`config.mk`:
```
export PLATFORM = sky130hd
export DESIGN_NAME = forwarding_scoreboard
export DESIGN_NICKNAME = d
export VERILOG_FILES = /design/src/rtl/forwarding_scoreboard.sv
export SDC_FILE = /design/constraint.sdc
export NUM_CORES = 1
export LEC_CHECK = 0
export ABC_AREA = 1
export CAP_MARGIN = 20
export CORE_UTILIZATION = 25
export DETAILED_ROUTE_END_ITERATION = 6
export HOLD_SLACK_MARGIN = 0.03
export PLACE_DENSITY = 0.44
export SYNTH_ARGS = -nofsm -noshare
export SYNTH_HDL_FRONTEND = slang
export SYNTH_SLANG_ARGS = --single-unit
export TNS_END_PERCENT = 20
```
`constraint.sdc`:
```
create_clock -name clk -period 17.5 [get_ports clk]
set_clock_uncertainty 0.15 [all_clocks]
set_input_delay 2.625 -clock clk [delete_from_list [all_inputs] [get_ports clk]]
set_output_delay 2.625 -clock clk [all_outputs]
set_load 0.02 [all_outputs]
```
`src/rtl/forwarding_scoreboard.sv`:
```
// Latency-aware register scoreboard and forward-select generator at ID->EX.
// Define FORWARD_SCOREBOARD_STATS_EN to add the saturating stall_cycles counter.
module forwarding_scoreboard #(
    parameter int REGFILE_LEN              = 6,
    parameter int NUM_SRC                  = 2,
    parameter int FORWARD_ALU_SELECT_WIDTH = 2,
    parameter int MAX_LAT                  = 4,
    parameter int LAT_WIDTH                = 3
) (
    input  logic                                     clk,
    input  logic                                     rst,
    input  logic                                     issue_valid,
    input  logic                                     issue_reg_write,
    input  logic [REGFILE_LEN-1:0]                   issue_rd,
    input  logic [LAT_WIDTH-1:0]                     issue_lat,
    input  logic                                     flush,
    input  logic [NUM_SRC-1:0]                       src_valid,
    input  logic [NUM_SRC*REGFILE_LEN-1:0]           src_rs,
    output logic                                     stall,
    output logic [NUM_SRC*FORWARD_ALU_SELECT_WIDTH-1:0] forward_sel,
    output logic [REGFILE_LEN:0]                     busy_count
`ifdef FORWARD_SCOREBOARD_STATS_EN
    ,
    output logic [31:0]                              stall_cycles
`endif
);

    localparam int NREG = 2 ** REGFILE_LEN;
    localparam int SW   = FORWARD_ALU_SELECT_WIDTH;
    localparam int BW   = REGFILE_LEN + 1;

    localparam logic [LAT_WIDTH-1:0] LAT_MAX = LAT_WIDTH'(MAX_LAT);
    localparam logic [LAT_WIDTH-1:0] C_ONE   = LAT_WIDTH'(1);
    localparam logic [LAT_WIDTH-1:0] C_TWO   = LAT_WIDTH'(2);
    localparam logic [LAT_WIDTH-1:0] C_THREE = LAT_WIDTH'(3);
    localparam logic [SW-1:0]        SEL_EXMEM = SW'(2);
    localparam logic [SW-1:0]        SEL_MEMWB = SW'(1);

    logic [LAT_WIDTH-1:0]        ctr_q [NREG];
    logic [LAT_WIDTH-1:0]        ctr_d [NREG];
    logic [NUM_SRC*SW-1:0]       fwd_sel_q;
    logic [NUM_SRC*SW-1:0]       fwd_sel_d;
    logic [NUM_SRC*SW-1:0]       sel_comb;
    logic [LAT_WIDTH-1:0]        lat_eff;
    logic                        any_wait;
    logic                        accept;
    logic                        wr_en;
    logic [REGFILE_LEN-1:0]      rs;
    logic [LAT_WIDTH-1:0]        c;
    logic [BW-1:0]               busy_cnt;

    always_comb begin
        lat_eff = issue_lat;
        if (issue_lat == '0) begin
            lat_eff = C_ONE;
        end else if (issue_lat > LAT_MAX) begin
            lat_eff = LAT_MAX;
        end
    end

    // Classification reads pre-update counts, so self-dependence sees the older producer.
    always_comb begin
        any_wait = 1'b0;
        sel_comb = '0;
        rs       = '0;
        c        = '0;
        for (int i = 0; i < NUM_SRC; i++) begin
            rs = src_rs[i*REGFILE_LEN +: REGFILE_LEN];
            c  = ctr_q[rs];
            if (src_valid[i] && (rs != '0)) begin
                unique case (1'b1)
                    (c >= C_THREE): any_wait = 1'b1;
                    (c == C_TWO):   sel_comb[i*SW +: SW] = SEL_EXMEM;
                    (c == C_ONE):   sel_comb[i*SW +: SW] = SEL_MEMWB;
                    default:        sel_comb[i*SW +: SW] = '0;
                endcase
            end
        end
    end

    assign stall  = issue_valid & ~flush & any_wait;
    assign accept = issue_valid & ~stall & ~flush;
    assign wr_en  = accept & issue_reg_write & (issue_rd != '0);

    always_comb begin
        for (int r = 0; r < NREG; r++) begin
            ctr_d[r] = (ctr_q[r] != '0) ? ctr_q[r] - C_ONE : '0;
        end
        if (wr_en) begin
            ctr_d[issue_rd] = lat_eff + C_ONE;
        end
        ctr_d[0] = '0;
    end

    assign fwd_sel_d = accept ? sel_comb : '0;

    always_ff @(posedge clk or posedge rst) begin
        if (rst) begin
            for (int r = 0; r < NREG; r++) begin
                ctr_q[r] <= '0;
            end
            fwd_sel_q <= '0;
        end else begin
            for (int r = 0; r < NREG; r++) begin
                ctr_q[r] <= ctr_d[r];
            end
            fwd_sel_q <= fwd_sel_d;
        end
    end

    always_comb begin
        busy_cnt = '0;
        for (int r = 0; r < NREG; r++) begin
            busy_cnt = busy_cnt + BW'(ctr_q[r] != '0);
        end
    end

    assign forward_sel = fwd_sel_q;
    assign busy_count  = busy_cnt;

`ifdef FORWARD_SCOREBOARD_STATS_EN
    logic [31:0] stall_cycles_q;
    logic [31:0] stall_cycles_d;

    assign stall_cycles_d = (stall && (stall_cycles_q != '1))
                          ? stall_cycles_q + 32'd1 : stall_cycles_q;

    always_ff @(posedge clk or posedge rst) begin
        if (rst) begin
            stall_cycles_q <= '0;
        end else begin
            stall_cycles_q <= stall_cycles_d;
        end
    end

    assign stall_cycles = stall_cycles_q;
`endif

endmodule

```
# Word level (Yosys, flattened, before mapping)
# Index checks and enable logic that the tools add are counted.
[totals]
reg_bits = 193
output_inout_bits = 12
word_cells = 366
[op_classes]
addsub = 126
n_lt_le_gt_ge = 7
eq_ne = 4
muxes = 84
bitwise_logic = 11
n_reduce_logical = 70
[ops]
columns = ["cell", "n"]
rows = [
  ["7-bit by 1-bit adder with 7-bit output", 56],
  ["3-bit two-way mux", 70],
  ["192-bit bitwise mux", 1],
  ["189-bit two-way mux", 1],
  ["3-bit nonzero test", 63],
  ["3-bit by 1-bit subtractor with 3-bit output (second input constant)", 63],
  ["3-bit binary-select mux with 6-bit select", 2],
  ["7-bit >= comparator (second input constant)", 3],
  ["6-bit inverter with 7-bit output", 3],
  ["3-bit demux with 6-bit select", 1],
  ["6-bit nonzero test", 3],
  ["2-bit case mux with 2 select lines", 2],
  ["6-bit by 1-bit adder with 7-bit output", 1],
  ["7-bit by 1-bit less-than comparator with 1-bit output (second input constant)", 1],
  ["5-bit by 1-bit adder with 6-bit output", 1],
  ["1-bit AND", 6],
  ["3-bit by 1-bit == test with 1-bit output (second input constant)", 2],
  ["3-bit by 2-bit == test with 1-bit output (second input constant)", 2],
  ["3-bit by 2-bit >= comparator with 1-bit output (second input constant)", 2],
  ["4-bit by 1-bit adder with 5-bit output", 1],
  ["3-bit by 1-bit adder with 4-bit output", 1],
  ["1-bit two-way mux", 4],
  ["2-bit two-way mux", 2],
  ["4-bit two-way mux", 1],
  ["7 further kinds", 10],
]

# Depth between registers and ports, before layout
# Gate-level depths: netlist of the first run.
[depth]
word_depth = 63
depth_mapped = 25

# Worst setup path before layout of the first run
# No wires, ideal clock.
[synth_path]
path_type = "reg2out"
start = "register ctr_q[186] (netlist bit)"
end = "output port busy_count[6]"
arrival_time_ns = 6.200
t_required_ns = 14.725
path_slack_ns = 8.525
stages_incl_launch_ff = 20
n_path_buf = 0
path_cell_list = "dfrtp_1 nor2_1 ha_1 inv_1 fa_1 fa_1 fa_1 inv_1 fa_1 inv_1 fa_1 fa_1 fa_1 fa_1 inv_1 fa_1 fa_1 o21ai_0 a21oi_1 o21bai_1"
[synth_between]
elab_chain_cells = 63
[synth_lines]
columns = ["item", "line_no", "source"]
rows = [
  ["start: declaration", "39", "logic [LAT_WIDTH-1:0] ctr_q [NREG];"],
  ["start signal: indexed assignment", "105", "ctr_q[r] <= ctr_d[r];"],
  ["3-bit nonzero test", "114", "busy_cnt = busy_cnt + BW'(ctr_q[r] != '0);"],
  ["1-bit by 1-bit adder with 2-bit output", "114", ""],
  ["2-bit by 1-bit adder with 3-bit output", "114", ""],
  ["3-bit by 1-bit adder with 4-bit output", "114", ""],
  ["4-bit by 1-bit adder with 5-bit output", "114", ""],
  ["5-bit by 1-bit adder with 6-bit output", "114", ""],
  ["6-bit by 1-bit adder with 7-bit output", "114", ""],
  ["7-bit by 1-bit adder with 7-bit output (56 in series)", "114", ""],
  ["end: declaration", "21", "output logic [REGFILE_LEN:0] busy_count"],
]
# No other way between the ends.

# Worst setup path after layout of the first run
[layout_path]
start = "register ctr_q[87] (netlist bit)"
end = "output port busy_count[6]"
[layout_between]
elab_chain_cells = 31
[layout_lines]
columns = ["item", "line_no"]
rows = [
  ["3-bit nonzero test", "114"],
  ["7-bit by 1-bit adder with 7-bit output (30 in series)", "114"],
]
# No other way between the ends.

==> summary.md, run 1 <==
| Metric | Value |
|---|---|
| Mean post-synth cell area | `6.126 sq um` |
| Cell area after placement | `19,080 sq um` |
| Placer's final routability congestion estimate | `0.8995` |
| Final routed wirelength across all metal layers | `74.37 mm` |
| Setup repair after global routing missed its margin | `false` |
| Total routing resource utilization after global routing | `0.2072` |
| First-pass detailed-route iteration total | `7` |
| Library cell contributing the largest single delay on the critical path | `sky130_fd_sc_hd__clkdlybuf4s50_1` |
| Hpwl dp | `49.55 mm` |
| Worst slack at placement | `7442 ps` |
| Post-Layout Inst Area | `19,670 sq um` |
| Net total in the final layout | `3,023` |
| DRT iter0 DRCs | `1,470` |
| Cell accounting for the most synthesized area | `sky130_fd_sc_hd__dfrtp_1` |
| Post-Route Setup TNS | `0 ps` |
| Type of the most critical hold path | `reg2reg` |
| Post-route minimum period | `10,520 ps` |
| Leading cell types by count after synthesis | `sky130_fd_sc_hd__nand2_1, sky130_fd_sc_hd__nand3_1, sky130_fd_sc_hd__inv_1` |
| Total leakage power | `9.759 nW` |
| Biggest fanout along the worst timing path | `4` |
| Sequential-to-total area share from yosys stat | `0.2698` |
| Critical Path End Type | `output port` |
| Antenna violations before repair | `3` |
| Post-route worst setup slack | `6981 ps` |
| Effective utilization at floorplan | `0.2543` |
| Buffers on Ports | `39` |
| Area growth, synth to finish | `9.897%` |
| Count of nets left with antenna violations after detail routing | `0` |
| Most instantiated library cell after synthesis | `sky130_fd_sc_hd__nand2_1` |
| Wire length per cell | `19.40 microns` |
| Post-synth ARST share | `1.000` |
| Number of flops mapped to enable cells by yosys | `0` |
| Number of clock sinks | `193` |
| Count of vias placed by the detailed router | `18,250` |
| Final hold slack | `422.3 ps` |
| CTS buffer count | `17` |
| Final Power | `2.607 mW` |
| Crit Path Category | `reg2out` |
| Worst max-slew margin expressed relative to the limit | `0.2443` |
| TritonCTS clock tree | `built` |
| Clock-pin slew reported for the worst setup and hold paths after clock tree synthesis | `80 ps` |
| List of cells traversed by the critical path | `nor3_1 -> fa_1 -> inv_1 -> fa_1 -> inv_1 -> fa_1 -> inv_1 -> fa_1 -> fa_1 -> fa_1 -> fa_1 -> fa_1 -> inv_1 -> fa_1 -> fa_1 -> o21ai_0 -> a21oi_1 -> o21bai_1 -> clkdlybuf4s50_1` |
| Number of hold-repair buffers added at the cts stage | `0` |
| Final count of negative-setup-slack endpoints | `0` |
| Row cnt | `97` |
| Leading post-synthesis cells by cell area | `sky130_fd_sc_hd__dfrtp_1, sky130_fd_sc_hd__nand2_1, sky130_fd_sc_hd__nand3_1, sky130_fd_sc_hd__o21ai_0, sky130_fd_sc_hd__inv_1` |
| Core box area | `70,390 sq um` |
| Clock root buffer | `sky130_fd_sc_hd__clkbuf_16` |
| GRT overflow | `0` |
| Routed via count divided by cell count | `4.761` |
| Status | `finished clean` |
| Maximum single-stage delay on the critical path | `610 ps` |
| Num ports | `40` |
| Count of unique library cells instantiated by Yosys | `34` |
| Number of nets produced by synthesis | `3,065` |
| Worst slew pin tran | `1134 ps` |
| Clock insertion delay at the later pin of the skew report | `520 ps` |
| Crit path arrival time | `7740 ps` |
| H-tree level count | `4` |
| Critical Path Most Common Cell | `sky130_fd_sc_hd__fa_1` |
| Data required time of the critical path | `14,730 ps` |
| Achievable frequency | `0.09507 GHz` |
| Share of the synthesized area in the top cell type | `0.2698` |
| Final max-slew violation count | `0` |
| Synth Register Bits | `193` |
| Yosys Warn Count | `0` |
| Number of hold-slack violations in the final timing report | `0` |
| Fraction of layout cells with a size suffix above 1 | `0.03907` |
| Die Span Y | `269.6 microns` |
| Number of design rule violations left after detail routing | `0` |
| Overall die area | `72,680 sq um` |
| Highest ir drop seen on vdd | `443.4 uV` |
| Pwr dens | `132.5 nW/um^2` |
| Setup fix buffers added after clock tree synthesis | `0` |
| Post-synthesis cell count | `2,922` |
| Share of the clock period used by the worst path | `0.6011` |
| Buffers from clock root to sink, at most | `2` |
| Post-cts resize count | `0` |
| Maximum number of pins on one net before global-route repair | `90` |
| Via count of the first global-routing pass | `17,480` |
| Total standard cell area after synthesis | `17,900 sq um` |
| Startpoint Class | `flop` |
| Primary flip-flop cell chosen by synthesis mapping | `sky130_fd_sc_hd__dfrtp_1` |
| Global-route wire length before repair | `113.4 mm` |
| Floorplan die width | `269.6 microns` |
| Max-cap violations | `0` |
## flip-flops by register name, summed over array words and instances (netlist names)
| signal | cells |
|---|---|
| ctr_q | 189 |
| forward_sel | 4 |
## critical path, delay by kind of cell (launching register included)
family                     cells  cell delay (ps)
DFF                            1              410
and+or+nand+nor                1              500
AOI/OAI and AO/OA              3              740
buffers and inverters          5              950
adders and majority gates     10             4630
## per-stage QoR
| step | instances | util |
|---|---|---|
| global route | 3832 | 0.2794 |
| global placement | 3801 | 0.2711 |
| finish | 3833 | 0.2795 |
| detailed placement | 3801 | 0.2711 |
| CTS | 3832 | 0.2794 |
| floorplan | 2922 | - |
## cells in the final DEF (no fill, tap or decap), drive strengths merged, types with 10 or more instances in the layout
cell,Yosys,layout
a21oi,54,54
buf,96,42
clkbuf,42,20
clkdlybuf4s50,0,35
dfrtp,193,193
fa,53,53
ha,62,62
inv,299,300
nand2,1177,1177
nand3,321,321
nand4,10,10
nor2,245,245
nor3,39,39
o211ai,36,36
o21ai,281,281
## layer usage
| layer | share of wire | up-vias | global-route usage |
|---|---|---|---|
| li1 | - | 9116 | - |
| met3 | 0.046 | 82 | 0.02823 |
| met2 | 0.45 | 486 | 0.3295 |
| met1 | 0.47 | 8565 | 0.2873 |
| met4 | 0.027 | 0 | 0.06803 |
| met5 | 0 | - | 0 |
## power breakdown
group          internal (mW)  switching [mW]
Combinational          0.658           0.999
Sequential             0.479          0.0388
Clock                  0.218           0.215
## final timing paths
check / start / endpoint / slack (ps) / cells past startpoint
max: ctr_q[87]$_DFF_PP0_ / busy_count[6] / 6980 / 19
min in group asynchronous: rst / ctr_q[108]$_DFF_PP0_ / 2430 / 2
max reg2reg: ctr_q[149]$_DFF_PP0_ / forward_sel[2]$_DFF_PP0_ / 13300 / 16
min: ctr_q[156]$_DFF_PP0_ / ctr_q[156]$_DFF_PP0_ / 420 / 3
min reg2reg: ctr_q[156]$_DFF_PP0_ / ctr_q[156]$_DFF_PP0_ / 420 / 3
max in group asynchronous: rst / ctr_q[26]$_DFF_PP0_ / 13330 / 3
## kinds of logic after synthesis
logic type,count (synthesis),synth area share
simple gates,1793,0.4088
buf+inv,440,0.1055
compound gates,376,0.1108
flops,193,0.2698
fa+ha+maj,115,0.1026
xor+xnor,5,0.002446
## cell type report
class,count,area [sq um]
clock buffer,20,456.7
clock inverter,11,132.6
fill,8017,50720
sequential,193,4830
tap,940,1176
inverter,302,1146
antenna,1,2.502
timing repair buffer,77,660.6
multi-input combinational,2289,11270
Note: power is estimated with default switching activity, not from simulation.
==> run 2, diff against run 1 <==
--- a/config.mk
+++ b/config.mk
@@ -10,7 +10,7 @@
 export CORE_UTILIZATION = 25
 export DETAILED_ROUTE_END_ITERATION = 6
 export HOLD_SLACK_MARGIN = 0.03
-export PLACE_DENSITY = 0.44
+export PLACE_DENSITY = 0.45
 export SYNTH_ARGS = -nofsm -noshare
 export SYNTH_HDL_FRONTEND = slang
 export SYNTH_SLANG_ARGS = --single-unit
==> constraint.sdc (replaced) <==
create_clock -name clk -period 9.3 [get_ports clk]
set_clock_uncertainty 0.15 [all_clocks]
set_input_delay 1.395 -clock clk [delete_from_list [all_inputs] [get_ports clk]]
set_output_delay 1.395 -clock clk [all_outputs]
set_load 0.02 [all_outputs]
==> summary.md, run 2 (synthesis results as in run 1) <==
| Metric | Value |
|---|---|
| Core box area | `70,390 sq um (unchanged)` |
| Row cnt | `97 (unchanged)` |
| Floorplan die width | `269.6 microns (unchanged)` |
| Num ports | `40 (unchanged)` |
| Post-Layout Inst Area | `19,750 sq um (was 19,670 sq um)` |
| Total routing resource utilization after global routing | `0.2033 (was 0.2072)` |
| CTS buffer count | `17 (unchanged)` |
| Number of diodes added for antenna fixing | `0 (was 1)` |
| Buffers on Ports | `39 (unchanged)` |
| Number of clock sinks | `193 (unchanged)` |
| Post-Route Setup TNS | `0 ps (unchanged)` |
| Clock insertion delay at the later pin of the skew report | `520 ps (about the same)` |
| Area growth, synth to finish | `10.32% (was 9.897%)` |
| Commonest non-fill, non-tap cells in the layout | `sky130_fd_sc_hd__nand2_1, sky130_fd_sc_hd__nand3_1, sky130_fd_sc_hd__inv_1, sky130_fd_sc_hd__o21ai_0, sky130_fd_sc_hd__nor2_1 (unchanged)` |
| DRT iter0 DRCs | `1,651 (was 1,470)` |
| Crit Path Category | `reg2out (unchanged)` |
| GRT overflow | `0 (unchanged)` |
| Routed via count divided by cell count | `4.755 (was 4.761)` |
| Internal power | `2.560 mW (was 1.355 mW)` |
| Clock root buffer | `sky130_fd_sc_hd__clkbuf_16 (unchanged)` |
| Worst slack at placement | `525.9 ps (was 7442 ps)` |
| Global-route wire length before repair | `110.7 mm (was 113.4 mm)` |
| Post-route minimum period | `9017 ps` |
| Core utilization of the finished layout | `0.2806 (was 0.2795)` |
| Critical Path Start | `ctr_q[33]$_DFF_PP0_ (was ctr_q[87]$_DFF_PP0_)` |
| Final hold slack | `422.5 ps (was 422.3 ps)` |
| Count of vias placed by the detailed router | `18,210 (was 18,250)` |
| Worst max-slew margin expressed relative to the limit | `0.2704 (was 0.2443)` |
| Die Span Y | `269.6 microns (unchanged)` |
| Overall die area | `72,680 sq um (unchanged)` |
| Via count of the first global-routing pass | `16,950 (was 17,480)` |
| Final max-slew violation count | `0 (unchanged)` |
| Wire length per cell | `19.28 microns (was 19.40 microns)` |
| Final routed wirelength across all metal layers | `73.82 mm (was 74.37 mm)` |
| Critical Path End Type | `output port (unchanged)` |
| Clock network power share | `0.165 (was 0.166)` |
| Most flops, register | `ctr_q (unchanged)` |
| Effective utilization at floorplan | `0.2543 (unchanged)` |
| Worst slew pin tran | `1094 ps (was 1134 ps)` |
| Total leakage power | `9.767 nW (was 9.759 nW)` |
| H-tree level count | `4 (unchanged)` |
| First-pass detailed-route iteration total | `5 (was 7)` |
| Highest ir drop seen on vdd | `861.9 uV (was 443.4 uV)` |
| Setup repair after global routing missed its margin | `false (unchanged)` |
| Startpoint of the worst hold path | `ctr_q[111]$_DFF_PP0_ (was ctr_q[156]$_DFF_PP0_)` |
| Number of hold-slack violations in the final timing report | `0 (unchanged)` |
| Pwr dens | `247.0 nW/um^2 (was 132.5 nW/um^2)` |
| Combinational fraction of design power | `0.635 (about the same)` |
| Number of flip-flops under the largest register name | `189 (unchanged)` |
| Final count of negative-setup-slack endpoints | `0 (unchanged)` |
| Fraction of layout cells with a size suffix above 1 | `0.04048 (was 0.03907)` |
| Maximum number of pins on one net before global-route repair | `91 (was 90)` |
| Origin of the critical flop-to-flop path | `ctr_q[133]$_DFF_PP0_ (was ctr_q[149]$_DFF_PP0_)` |
| Share of the clock period used by the worst path | `0.9696` |
| Total net switching power | `2.319 mW (was 1.252 mW)` |
| Achievable frequency | `0.1109 GHz` |
| Count of nets left with antenna violations after detail routing | `0 (unchanged)` |
| Crit path arrival time | `7470 ps (was 7740 ps)` |
| Most common library cell in the layout ignoring fill and taps | `sky130_fd_sc_hd__nand2_1 (unchanged)` |
| Net total in the final layout | `3,022 (was 3,023)` |
| Data required time of the critical path | `7760 ps (was 14,730 ps)` |
| Cell area after placement | `19,140 sq um (was 19,080 sq um)` |
| Setup fix buffers added after clock tree synthesis | `0 (unchanged)` |
| Buffers from clock root to sink, at most | `2 (unchanged)` |
| Number of hold-repair buffers added at the cts stage | `0 (unchanged)` |
| Placer's final routability congestion estimate | `0.8676 (was 0.8995)` |
| Clock-pin slew reported for the worst setup and hold paths after clock tree synthesis | `80 ps (about the same)` |
| Biggest fanout along the worst timing path | `5 (was 4)` |
| Antenna violations before repair | `1 (was 3)` |
| Max-cap violations | `0 (unchanged)` |
| Net Sw Frac | `0.4753 (was 0.4803)` |
| Type of the most critical hold path | `reg2reg (unchanged)` |
| Number of design rule violations left after detail routing | `0 (unchanged)` |
| Post-route worst setup slack | `282.8 ps (was 6981 ps)` |
| Sequential fraction of design power | `0.200 (was 0.198)` |
| Status | `finished clean (unchanged)` |
| Startpoint Class | `flop (unchanged)` |
| Hpwl dp | `50.06 mm (was 49.55 mm)` |
| TritonCTS clock tree | `built (unchanged)` |
run 2: power by group through the flow:
stage                     logic (mW)  clock network [mW]  registers, mW
after global placement          3.15                   0          0.989
after floorplan                 1.94                   0          0.971
after CTS                       3.16               0.828          0.974
after detailed placement        3.15                   0          0.990
after global routing            3.45               0.855          0.989
final                           3.10               0.805          0.976
run 2: what timing repair did:
item,in CTS,in global routing
gates resized for setup,1,7
setup endpoints to repair,1,2
pin swaps,0,0
run 2: area by class of cell:
type                    instances  area [sq um]
multi-input cells            2289         11310
clock buffers                  21         440.4
well taps                     940          1176
flip-flops and latches        193          4830
inverters                     302          1146
repair buffers                 76         709.4
fillers                      8012         50640
clock inverters                 9         135.1
run 2: critical path, stage by stage (launching register included):
cell                              delay [ps]
sky130_fd_sc_hd__dfrtp_1                 430
sky130_fd_sc_hd__nor3_1                  370
sky130_fd_sc_hd__fa_1                    550
sky130_fd_sc_hd__inv_1                   100
sky130_fd_sc_hd__fa_1                    430
sky130_fd_sc_hd__fa_1                    510
sky130_fd_sc_hd__inv_1                    60
sky130_fd_sc_hd__fa_1                    470
sky130_fd_sc_hd__inv_1                    50
sky130_fd_sc_hd__fa_1                    480
sky130_fd_sc_hd__fa_1                    560
sky130_fd_sc_hd__fa_1                    450
sky130_fd_sc_hd__fa_1                    520
sky130_fd_sc_hd__inv_1                    50
sky130_fd_sc_hd__fa_1                    390
sky130_fd_sc_hd__fa_1                    430
sky130_fd_sc_hd__o21ai_2                 260
sky130_fd_sc_hd__a21oi_1                 100
sky130_fd_sc_hd__o21bai_1                140
sky130_fd_sc_hd__clkdlybuf4s50_1         620
run 2: path summary, 6_finish.rpt:
path                                   endpoint  slack, ps  cells after the start
setup reg to reg           ctr_q[161]$_DFF_PP0_       5600                     21
hold / removal             ctr_q[111]$_DFF_PP0_        420                      3
max in group asynchronous   ctr_q[24]$_DFF_PP0_       6410                      3
min in group asynchronous  ctr_q[108]$_DFF_PP0_       1200                      2
hold reg to reg            ctr_q[111]$_DFF_PP0_        420                      3
setup / recovery                  busy_count[6]        280                     19
run 2: routing by layer:
layer / routed length, microns / global-route usage / up-vias
li1: - / - / 9126
met1: 35160 / 0.2863 / 8519
met2: 32880 / 0.3188 / 477
met3: 3770 / 0.02485 / 90
met4: 2017 / 0.06953 / 0
met5: 0 / 0 / -
run 2: metrics by stage:
stage / power (mW) / cells
global placement: 4.137 / 3797
CTS: 4.962 / 3830
global route: 5.289 / 3830
floorplan: 2.915 / 2922
finish: 4.879 / 3830
detailed placement: 4.135 / 3800
